==> src/rtl/cq_pkg.sv <==
// Shared encodings for the CQ discard controller: FSM states and alarm codes.
package cq_pkg;

  localparam logic [2:0] ST_IDLE        = 3'd0;
  localparam logic [2:0] ST_VERIFICANDO = 3'd1;
  localparam logic [2:0] ST_AGUARDA     = 3'd2;
  localparam logic [2:0] ST_DESCARTANDO = 3'd3;
  localparam logic [2:0] ST_CONCLUIDO   = 3'd4;
  localparam logic [2:0] ST_ALARME      = 3'd5;

  typedef enum logic [2:0] {
    IDLE            = ST_IDLE,
    VERIFICANDO     = ST_VERIFICANDO,
    AGUARDA_DECISAO = ST_AGUARDA,
    DESCARTANDO     = ST_DESCARTANDO,
    CONCLUIDO       = ST_CONCLUIDO,
    ALARME          = ST_ALARME
  } estado_t;

  localparam logic [1:0] ALM_NENHUM  = 2'd0;
  localparam logic [1:0] ALM_TIMEOUT = 2'd1;
  localparam logic [1:0] ALM_REJ     = 2'd2;

  function automatic int max_int(input int a, input int b);
    return (a > b) ? a : b;
  endfunction

endpackage

==> src/rtl/cq_temporizador.sv <==
// Up-counter with synchronous clear/enable and a terminal-count compare
// against a runtime-selectable limit.
module cq_temporizador #(
  parameter int W = 8
) (
  input  logic         clk,
  input  logic         reset,
  input  logic         clr,
  input  logic         en,
  input  logic [W-1:0] limite,
  output logic         tc
);

  logic [W-1:0] count_q, count_d;

  always_comb begin
    count_d = count_q;
    if (clr)     count_d = '0;
    else if (en) count_d = count_q + 1'b1;
  end

  always_ff @(posedge clk or posedge reset) begin
    if (reset) count_q <= '0;
    else       count_q <= count_d;
  end

  assign tc = (count_q == limite);

endmodule

==> src/rtl/cq_descarte_param.sv <==
// Quality-control / discard sequencer: waits for the CQ sensor, takes the
// approve/reject decision, times the discard actuator and locks out on repeated rejects.
//
// state           | meaning
// IDLE            | waiting for cmd_verificar
// VERIFICANDO     | waiting for sensor_cq, timeout armed
// AGUARDA_DECISAO | bottle in place, waiting for operator pulso_start
// DESCARTANDO     | discard actuator on for TEMPO_DESCARTE cycles
// CONCLUIDO       | outcome done, held until cmd_verificar drops
// ALARME          | locked (sensor timeout or reject lockout), cleared by pulso_start
module cq_descarte_param
  import cq_pkg::*;
#(
  parameter int TEMPO_DESCARTE = 25000000,
  parameter int TIMEOUT_SENSOR = 250000000,
  parameter int MAX_REJ_CONSEC = 3,
  parameter int CONT_W         = 8
) (
  input  logic              clk,
  input  logic              reset,
  input  logic              cmd_verificar,
  input  logic              sensor_cq,
  input  logic              pulso_start,
  input  logic              resultado_cq,
  input  logic              modo_auto,
  output logic              descarte_ativo,
  output logic              garrafa_aprovada,
  output logic              tarefa_concluida,
  output logic              alarme,
  output logic [1:0]        codigo_alarme,
  output logic [CONT_W-1:0] cnt_aprovadas,
  output logic [CONT_W-1:0] cnt_reprovadas
);

  localparam int TMAX = max_int(TEMPO_DESCARTE, TIMEOUT_SENSOR);
  localparam int TW   = (TMAX > 1) ? $clog2(TMAX) : 1;
  localparam logic [TW-1:0]     LIM_DESC = TW'(TEMPO_DESCARTE - 1);
  localparam logic [TW-1:0]     LIM_SENS = TW'(TIMEOUT_SENSOR - 1);
  localparam logic [7:0]        REJ_MAX  = 8'(MAX_REJ_CONSEC);
  localparam logic [CONT_W-1:0] CNT_SAT  = '1;

  function automatic logic [CONT_W-1:0] sat_inc(input logic [CONT_W-1:0] v);
    return (v == CNT_SAT) ? v : v + 1'b1;
  endfunction

  estado_t           state_q, state_d;
  logic [7:0]        rej_q, rej_d, rej_inc;
  logic [1:0]        alm_q, alm_d;
  logic [CONT_W-1:0] cnt_ap_q, cnt_ap_d, cnt_rej_q, cnt_rej_d;
  logic              desc_q, desc_d, tarefa_q, tarefa_d, alarme_q, alarme_d;
  logic              garrafa_q, garrafa_d;
  logic [1:0]        codigo_q, codigo_d;
  logic              tmr_clr, tmr_en, tmr_tc, decidir;
  logic [TW-1:0]     tmr_lim;

  cq_temporizador #(.W(TW)) u_tmr (
    .clk    (clk),
    .reset  (reset),
    .clr    (tmr_clr),
    .en     (tmr_en),
    .limite (tmr_lim),
    .tc     (tmr_tc)
  );

  always_comb begin
    state_d   = state_q;
    rej_d     = rej_q;
    alm_d     = alm_q;
    cnt_ap_d  = cnt_ap_q;
    cnt_rej_d = cnt_rej_q;
    garrafa_d = 1'b0;
    tmr_clr   = 1'b0;
    tmr_en    = 1'b0;
    tmr_lim   = LIM_SENS;
    decidir   = 1'b0;
    rej_inc   = rej_q + 8'd1;

    unique case (state_q)
      IDLE: begin
        tmr_clr = 1'b1;
        if (cmd_verificar) state_d = VERIFICANDO;
      end
      VERIFICANDO: begin
        tmr_en = 1'b1;
        // Abort beats sensor, sensor beats timeout.
        if (!cmd_verificar) begin
          state_d = IDLE;
          tmr_clr = 1'b1;
        end else if (sensor_cq) begin
          tmr_clr = 1'b1;
          if (modo_auto) decidir = 1'b1;
          else           state_d = AGUARDA_DECISAO;
        end else if (tmr_tc) begin
          tmr_clr = 1'b1;
          state_d = ALARME;
          alm_d   = ALM_TIMEOUT;
        end
      end
      AGUARDA_DECISAO: begin
        tmr_clr = 1'b1;
        if (!cmd_verificar)   state_d = IDLE;
        else if (pulso_start) decidir = 1'b1;
      end
      DESCARTANDO: begin
        tmr_lim = LIM_DESC;
        tmr_en  = 1'b1;
        if (tmr_tc) begin
          tmr_clr   = 1'b1;
          cnt_rej_d = sat_inc(cnt_rej_q);
          rej_d     = rej_inc;
          if (rej_inc == REJ_MAX) begin
            state_d = ALARME;
            alm_d   = ALM_REJ;
          end else begin
            state_d = CONCLUIDO;
          end
        end
      end
      CONCLUIDO: begin
        tmr_clr = 1'b1;
        if (!cmd_verificar) state_d = IDLE;
      end
      ALARME: begin
        tmr_clr = 1'b1;
        if (pulso_start) begin
          state_d = IDLE;
          rej_d   = 8'd0;
          alm_d   = ALM_NENHUM;
        end
      end
      default: begin
        state_d = IDLE;
        tmr_clr = 1'b1;
        alm_d   = ALM_NENHUM;
      end
    endcase

    // Shared approve/reject decision for manual confirm and auto mode.
    if (decidir) begin
      if (resultado_cq) begin
        state_d   = CONCLUIDO;
        garrafa_d = 1'b1;
        cnt_ap_d  = sat_inc(cnt_ap_q);
        rej_d     = 8'd0;
      end else begin
        state_d = DESCARTANDO;
      end
    end

    desc_d   = (state_q == DESCARTANDO);
    tarefa_d = (state_q == CONCLUIDO);
    alarme_d = (state_q == ALARME);
    codigo_d = (state_q == ALARME) ? alm_q : ALM_NENHUM;
  end

  always_ff @(posedge clk or posedge reset) begin
    if (reset) begin
      state_q   <= IDLE;
      rej_q     <= 8'd0;
      alm_q     <= ALM_NENHUM;
      cnt_ap_q  <= '0;
      cnt_rej_q <= '0;
      desc_q    <= 1'b0;
      tarefa_q  <= 1'b0;
      alarme_q  <= 1'b0;
      codigo_q  <= ALM_NENHUM;
      garrafa_q <= 1'b0;
    end else begin
      state_q   <= state_d;
      rej_q     <= rej_d;
      alm_q     <= alm_d;
      cnt_ap_q  <= cnt_ap_d;
      cnt_rej_q <= cnt_rej_d;
      desc_q    <= desc_d;
      tarefa_q  <= tarefa_d;
      alarme_q  <= alarme_d;
      codigo_q  <= codigo_d;
      garrafa_q <= garrafa_d;
    end
  end

  assign descarte_ativo   = desc_q;
  assign garrafa_aprovada = garrafa_q;
  assign tarefa_concluida = tarefa_q;
  assign alarme           = alarme_q;
  assign codigo_alarme    = codigo_q;
  assign cnt_aprovadas    = cnt_ap_q;
  assign cnt_reprovadas   = cnt_rej_q;

endmodule

==> config.mk <==
export PLATFORM = sky130hd
export DESIGN_NAME = cq_descarte_param
export DESIGN_NICKNAME = d
export VERILOG_FILES = /design/src/rtl/cq_pkg.sv /design/src/rtl/cq_temporizador.sv /design/src/rtl/cq_descarte_param.sv
export SDC_FILE = /design/constraint.sdc
export NUM_CORES = 1
export LEC_CHECK = 0
export CORE_AREA = 8 8 99 79
export CTS_BUF_LIST = sky130_fd_sc_hd__clkbuf_4
export DETAILED_ROUTE_END_ITERATION = 6
export DIE_AREA = 0 0 107 87
export PLACE_DENSITY_LB_ADDON = 0.08
export SETUP_SLACK_MARGIN = 0.4
export SLEW_MARGIN = 20
export SYNTH_ARGS = -nofsm -noshare
export SYNTH_HDL_FRONTEND = slang
export SYNTH_SLANG_ARGS = --single-unit
==> constraint.sdc <==
create_clock -name clk -period 2.6 [get_ports clk]
set_input_delay 0.65 -clock clk [delete_from_list [all_inputs] [get_ports clk]]
set_output_delay 0.65 -clock clk [all_outputs]
set_load 0.03 [all_outputs]
==> results of run 1 <==
## cell usage after synthesis (4+ instances only)
master / number
dfrtp_1: 63
nor2_1: 40
xnor2_1: 23
nand3_1: 21
nand2_1: 18
o21ai_0: 16
xor2_1: 16
a21oi_1: 13
inv_1: 12
and3_1: 10
clkbuf_1: 10
nand4_1: 9
nor3_1: 9
nand3b_1: 8
nor2b_1: 8
or3_1: 8
ha_1: 5
a31oi_1: 4
and4_1: 4
mux2_2: 4
## final timing paths
kind,startpoint,endpoint,slack [ns]
max in group asynchronous,reset,cnt_aprovadas[6],1.46
min in group asynchronous,reset,rej_q[6],0.59
hold reg to reg,cnt_reprovadas[5],cnt_reprovadas[5],0.49
setup reg to reg,u_tmr.count_q[9],cnt_reprovadas[1],0.17
setup / recovery,u_tmr.count_q[9],cnt_reprovadas[1],0.17
hold / removal,cnt_reprovadas[5],cnt_reprovadas[5],0.49
## logic make-up (layout without fill, tap and decap cells)
logic type	count (synthesis)	in the layout
adder cells (fa/ha/maj)	5	5
multiplexers	4	4
XOR/XNOR	39	39
AO/OA/AOI/OAI	44	44
AND/OR/NAND/NOR	157	157
buffers and inverters	24	81
flip-flops	63	63
## state kept, by name (all words and copies together) (netlist names)
name and flops:
alarme 1, codigo_alarme 2, rej_q 8, cnt_aprovadas 8, alm_q 2, state_q 3, tarefa_concluida 1, garrafa_aprovada 1
descarte_ativo 1, u_tmr.count_q 28, cnt_reprovadas 8
## critical path, stage by stage, from the launching register on
cell and delay, ns:
dfrtp_1 0.39, or4_1 0.52, or4_4 0.44, buf_4 0.17, nor4_4 0.26, buf_4 0.20
mux2_2 0.34
## per-layer routing
layer	vias up	part of all wire
li1	1289	-
met4	0	0.015
met1	1261	0.49
met5	-	0
met3	12	0.053
met2	61	0.44
## layout make-up
class,instances,area (um^2)
fill,540,2320
clock inverter,7,87.6
timing repair buffer,53,515
inverter,12,48.8
clock buffer,9,67.6
tap,84,105
multi-input combinational,249,1690
sequential,63,1580
## per-stage QoR
| step | power [W] | util | setup WS, ns | cells | area [um^2] |
|---|---|---|---|---|---|
| 2_1_floorplan | 0.00165 | - | 0.264 | 336 | 3250 |
| 3_3_place_gp | 0.00187 | 0.577 | 0.144 | 449 | 3690 |
| 3_5_place_dp | 0.00188 | 0.577 | 0.0668 | 449 | 3690 |
| 4_1_cts | 0.00265 | 0.617 | 0.117 | 473 | 3950 |
| 5_1_grt | 0.00287 | 0.638 | 0.101 | 477 | 4090 |
| 6_report | 0.00271 | 0.638 | 0.174 | 477 | 4090 |
## power groups by stage
stage | sequential (W) | clock (W) | combinational, W
floorplan | 0.00126 | 0 | 0.000392
global placement | 0.00122 | 0 | 0.000655
detailed placement | 0.00122 | 0 | 0.000663
CTS | 0.00120 | 0.000773 | 0.000679
global route | 0.00122 | 0.000823 | 0.000821
finish | 0.00121 | 0.000751 | 0.000749
## repair_timing
| item | 4_1_cts | 5_1_grt |
|---|---|---|
| pin swaps | 7 | 7 |
| resized for setup | 23 | 19 |
| cloned | 0 | 1 |
| hold buffers | 0 | 0 |
| endpoints found under the setup margin | 55 | 54 |
| buffers inserted | 8 | 3 |
==> results.sh, run 1 <==
export IMPL_path_class="register to register"
export IMPL_syn_to_final_growth_pct=26.0
export IMPL_synth_compound_area_frac=0.0822
export IMPL_comb_power_share=0.277
export IMPL_fin_crit_ns=2.43
export IMPL_status="completed"
export IMPL_dr_pass1_iters=4
export IMPL_via_per_inst=5.50
export IMPL_vias=2623
export IMPL_intPower_w=0.00180
export IMPL_clockBufferDepth=2
export IMPL_fin_nets=400
export IMPL_grt_pass1_vias=2482
export IMPL_synth_distinct_cells=42
export IMPL_placeableCoreArea_um2=6410
export IMPL_io_pins=29
export IMPL_grt_use_met3=0.0643
export IMPL_grt_max_degree=31
export IMPL_synth_top_family_by_area="simple AND/OR/NAND/NOR gates"
export IMPL_yosys_area_share_simple=0.265
export IMPL_grt_pass1_wl_um=12500
export IMPL_n_antenna_cell=0
export IMPL_clock_latency_ns=0.42
export IMPL_synth_area_leaders="dfrtp_1, xnor2_1, nor2_1, xor2_1, nand3_1"
export IMPL_clkPwrFrac=0.278
export IMPL_grt_setup_unrepaired="true"
export IMPL_setup_viol=0
export IMPL_power_net_switching_w=0.000910
export IMPL_use_met1=0.231
export IMPL_cp_required_ns=2.91
export IMPL_drc_errors=0
export IMPL_num_rows=26
export IMPL_wire_per_inst_um=15.2
export IMPL_synthArstFlopShare=1.00
export IMPL_cts_tree="yes"
export IMPL_clk_pin_slew_worst_paths_ns=0.11
export IMPL_place_congestion=0.835
export IMPL_synth_edf_count=0
export IMPL_worst_path_max_fanout=6
export IMPL_top_usage_layer="met2"
export IMPL_met2_usage=0.243
export IMPL_grt_usage=0.170
export IMPL_hpwl_um=4840
export IMPL_ctsHtreeMaxLevel=3
export IMPL_synth_xor_area_share=0.105
export IMPL_yosys_area_top_type="dfrtp_1"
export IMPL_fin_tns_setup_ns=0
export IMPL_finalClockSkew_ns=0.00911
export IMPL_maxSlewViolCount=0
export IMPL_switching_share=0.336
export IMPL_timing_hold_violations_final=0
export IMPL_hold_class="register to register"
export IMPL_ir_drop_uv=404
export IMPL_synthAdderAreaFrac=0.0193
export IMPL_antenna_found_initial=0
export IMPL_ys_seq_area_frac=0.486
export IMPL_synth_warnings=0
export IMPL_drv_cap=0
export IMPL_synthCells=336
export IMPL_cts_buffers=9
export IMPL_syn_num_nets=348
export IMPL_ys_seq_elements=63
export IMPL_dr_first_iter_drc_count=128
export IMPL_drive_above_1_share=0.168
export IMPL_antenna_left=0
export IMPL_numClockSinks=63
export IMPL_final_common_cell="dfrtp_1"
export IMPL_grt_overflow_total=0
export IMPL_fp_dieH_um=87
export IMPL_synth_top_area_frac=0.486
export IMPL_mappedNetlistArea_um2=3240
export IMPL_syn_avg_cell_area_um2=9.65
export IMPL_whs_path_depth=1
export IMPL_totalWireLength_um=7260
export IMPL_io_buffers=28
export IMPL_cts_root_buf="clkbuf_4"
export IMPL_final_cell_mix="dfrtp_1, nor2_1, xnor2_1"
export IMPL_critPathArrivalTime_ns=2.73
export IMPL_holdWs_ns=0.492
export IMPL_slew_headroom=0.683
export IMPL_die_area_um2=9310
export IMPL_power_density_nw_per_um2=662
export IMPL_clock_fmax_ghz=0.412
export IMPL_rr_worst_depth=6
export IMPL_die_w_um=107
export IMPL_synth_flop_cell="dfrtp_1"
export IMPL_muxShareOfSynthArea=0.0139
export IMPL_p_leak_nw=1.85
export IMPL_p_seq_frac=0.446
export IMPL_fin_crit_sh=0.933
export IMPL_startpoint_type="register"
export IMPL_tightestPinTransition_ns=0.475
export IMPL_floorplan_initialDensity=0.506
export IMPL_cp_end_kind="register"
No activity file was read; power rests on OpenSTA's default activity.
==> run 2, diff against run 1 <==
--- a/config.mk
+++ b/config.mk
@@ -5,10 +5,10 @@
 export SDC_FILE = /design/constraint.sdc
 export NUM_CORES = 1
 export LEC_CHECK = 0
-export CORE_AREA = 8 8 99 79
+export CORE_AREA = 8 8 92 73
 export CTS_BUF_LIST = sky130_fd_sc_hd__clkbuf_4
 export DETAILED_ROUTE_END_ITERATION = 6
-export DIE_AREA = 0 0 107 87
+export DIE_AREA = 0 0 100 81
 export PLACE_DENSITY_LB_ADDON = 0.08
 export SETUP_SLACK_MARGIN = 0.4
 export SLEW_MARGIN = 20
==> constraint.sdc (replaced) <==
create_clock -name clk -period 2.9 [get_ports clk]
set_input_delay 0.725 -clock clk [delete_from_list [all_inputs] [get_ports clk]]
set_output_delay 0.725 -clock clk [all_outputs]
set_load 0.03 [all_outputs]
==> run 2 against run 1 <==
Sequential power decreased by 9.9%. Register-to-register slack improved by 0.23 ns. Non-clock buffer count fell by 6. Critical path depth decreased by 1. Routed wire length rose by 1.6%. Critical endpoint is now rej_q[6]. Largest cell class unchanged. Highest routed layer unchanged.
==> results.sh, run 2 (synthesized netlist as in run 1, its figures left out) <==
export IMPL_power_density_nw_per_um2=601
export IMPL_instances_no_fill=462
export IMPL_tightestPinTransition_ns=0.450
export IMPL_die_w_um=100
export IMPL_fin_nets=394
export IMPL_via_per_inst=5.76
export IMPL_wire_per_inst_um=16.0
export IMPL_syn_to_final_growth_pct=20.8
export IMPL_finalClockSkew_ns=0.0138
export IMPL_final_common_cell="dfrtp_1"
export IMPL_wl_met2_um=3400
export IMPL_vias=2660
export IMPL_fp_dieH_um=81
export IMPL_slowest_delay_ns=0.51
export IMPL_dr_first_iter_drc_count=129
export IMPL_n_antenna_cell=0
export IMPL_path_class="register to register"
export IMPL_hpwl_um=5020
export IMPL_clk_pin_slew_worst_paths_ns=0.11
export IMPL_critical_path_top_delay_family="simple AND/OR/NAND/NOR gates"
export IMPL_drive_above_1_share=0.137
export IMPL_fin_crit_sh=0.861
export IMPL_antenna_found_initial=0
export IMPL_clock_fmax_ghz=0.400
export IMPL_grt_max_degree=30
export IMPL_crit_chain="or4_1 -> or4_4 -> or3_4 -> or4b_1 -> a21oi_1"
export IMPL_io_buffers=28
export IMPL_largest_register="u_tmr.count_q"
export IMPL_post_place_cells=436
export IMPL_grt_pass1_vias=2511
export IMPL_die_area_um2=8100
export IMPL_top_layer_used="met4"
export IMPL_ctsHtreeMaxLevel=3
export IMPL_grt_pass1_wl_um=12200
export IMPL_cts_tree="yes"
export IMPL_placeableCoreArea_um2=5240
export IMPL_setup_viol=0
export IMPL_rr_worst_depth=5
export IMPL_largest_reg_flops=28
export IMPL_timing_hold_violations_final=0
export IMPL_drv_cap=0
export IMPL_fillers=386
export IMPL_status="completed"
export IMPL_grt_setup_unrepaired="true"
export IMPL_hold_class="register to register"
export IMPL_drc_errors=0
export IMPL_whs_path_depth=1
export IMPL_final_util=0.748
export IMPL_cts_root_buf="clkbuf_4"
export IMPL_critPathArrivalTime_ns=2.84
export IMPL_clockBufferDepth=2
export IMPL_worst_path_max_fanout=7
export IMPL_path_depth=5
export IMPL_place_congestion=0.874
export IMPL_worst_path_buf_inv=0
export IMPL_floorplan_initialDensity=0.619
export IMPL_final_cell_mix="dfrtp_1, nor2_1, clkdlybuf4s50_1"
export IMPL_totalWireLength_um=7370
export IMPL_wl_met3_um=457
export IMPL_slew_headroom=0.700
export IMPL_clock_latency_ns=0.41
export IMPL_numClockSinks=63
export IMPL_antenna_left=0
export IMPL_cts_buffers=9
export IMPL_io_pins=29
export IMPL_met1_length_um=3400
export IMPL_grt_overflow_total=0
export IMPL_startpoint_type="register"
export IMPL_cp_end_kind="register"
export IMPL_maxSlewViolCount=0
export IMPL_dr_pass1_iters=5
export IMPL_p_leak_nw=1.65
export IMPL_grt_usage=0.191
export IMPL_fin_crit_ns=2.50
export IMPL_num_rows=23
export IMPL_fin_tns_setup_ns=0
export IMPL_critPathSlowestCell="or4_1"
export IMPL_ir_drop_uv=437
export IMPL_cp_required_ns=3.24
## run 2: cell count changes in the layout (fill, tap and decap cells not counted), moves of 3 or more
cell             delta
a21oi_1             +3
dlymetal6s2s_1      -5
clkdlybuf4s50_1    +14
dlygate4sd2_1       -9
buf_4               -5
clkinvlp_4          -3
## run 2: final timing paths
check                      slack [ns]                 to             start
min reg2reg                      0.51   cnt_aprovadas[7]  cnt_aprovadas[7]
max in group asynchronous        1.56  cnt_reprovadas[2]             reset
min                              0.51   cnt_aprovadas[7]  cnt_aprovadas[7]
min in group asynchronous        0.63     descarte_ativo             reset
max reg2reg                      0.40           rej_q[6]  u_tmr.count_q[6]
max                              0.40           rej_q[6]  u_tmr.count_q[6]
## run 2: metrics by stage
| step | power (W) | cell area, um^2 | hold WS, ns | setup WS, ns |
|---|---|---|---|---|
| 4_1_cts | 0.00234 | 3840 | 0.514 | 0.410 |
| 2_1_floorplan | 0.00148 | 3240 | 0.452 | 0.438 |
| 6_report | 0.00235 | 3920 | 0.509 | 0.402 |
| 3_5_place_dp | 0.00167 | 3640 | 0.485 | 0.251 |
| 5_1_grt | 0.00248 | 3920 | 0.535 | 0.354 |
| 3_3_place_gp | 0.00166 | 3640 | 0.476 | 0.319 |
## run 2: report_power, final
| part | switching (W) | internal [W] | total [W] |
|---|---|---|---|
| combinational | 0.000343 | 0.000248 | 0.000591 |
| clock | 0.000309 | 0.000363 | 0.000671 |
| sequential | 0.000115 | 0.000975 | 0.00109 |
| total | 0.000766 | 0.00159 | 0.00235 |
## run 2: final cells by class
class	count	area [um^2]	share of cell area
tap	75	93.8	0.0240
clock buffer	11	82.6	0.0211
timing repair buffer	47	434	0.111
clock inverter	5	72.6	0.0185
sequential	63	1580	0.403
inverter	12	45.0	0.0115
multi-input combinational	249	1610	0.411
## run 2: per-layer routing
metal	vias to the layer above	global-route usage
li1	1279	-
met1	1293	0.246
met2	77	0.300
met3	11	0.0572
met4	0	0.0737
met5	-	0
## run 2: timing repair
action | in CTS | in global routing
pin swaps | 1 | 3
setup endpoints to repair | 35 | 29
hold buffers | 0 | 0
buffers inserted | 6 | 4
endpoints found under the hold margin | 0 | 0
gates resized for setup | 2 | 14
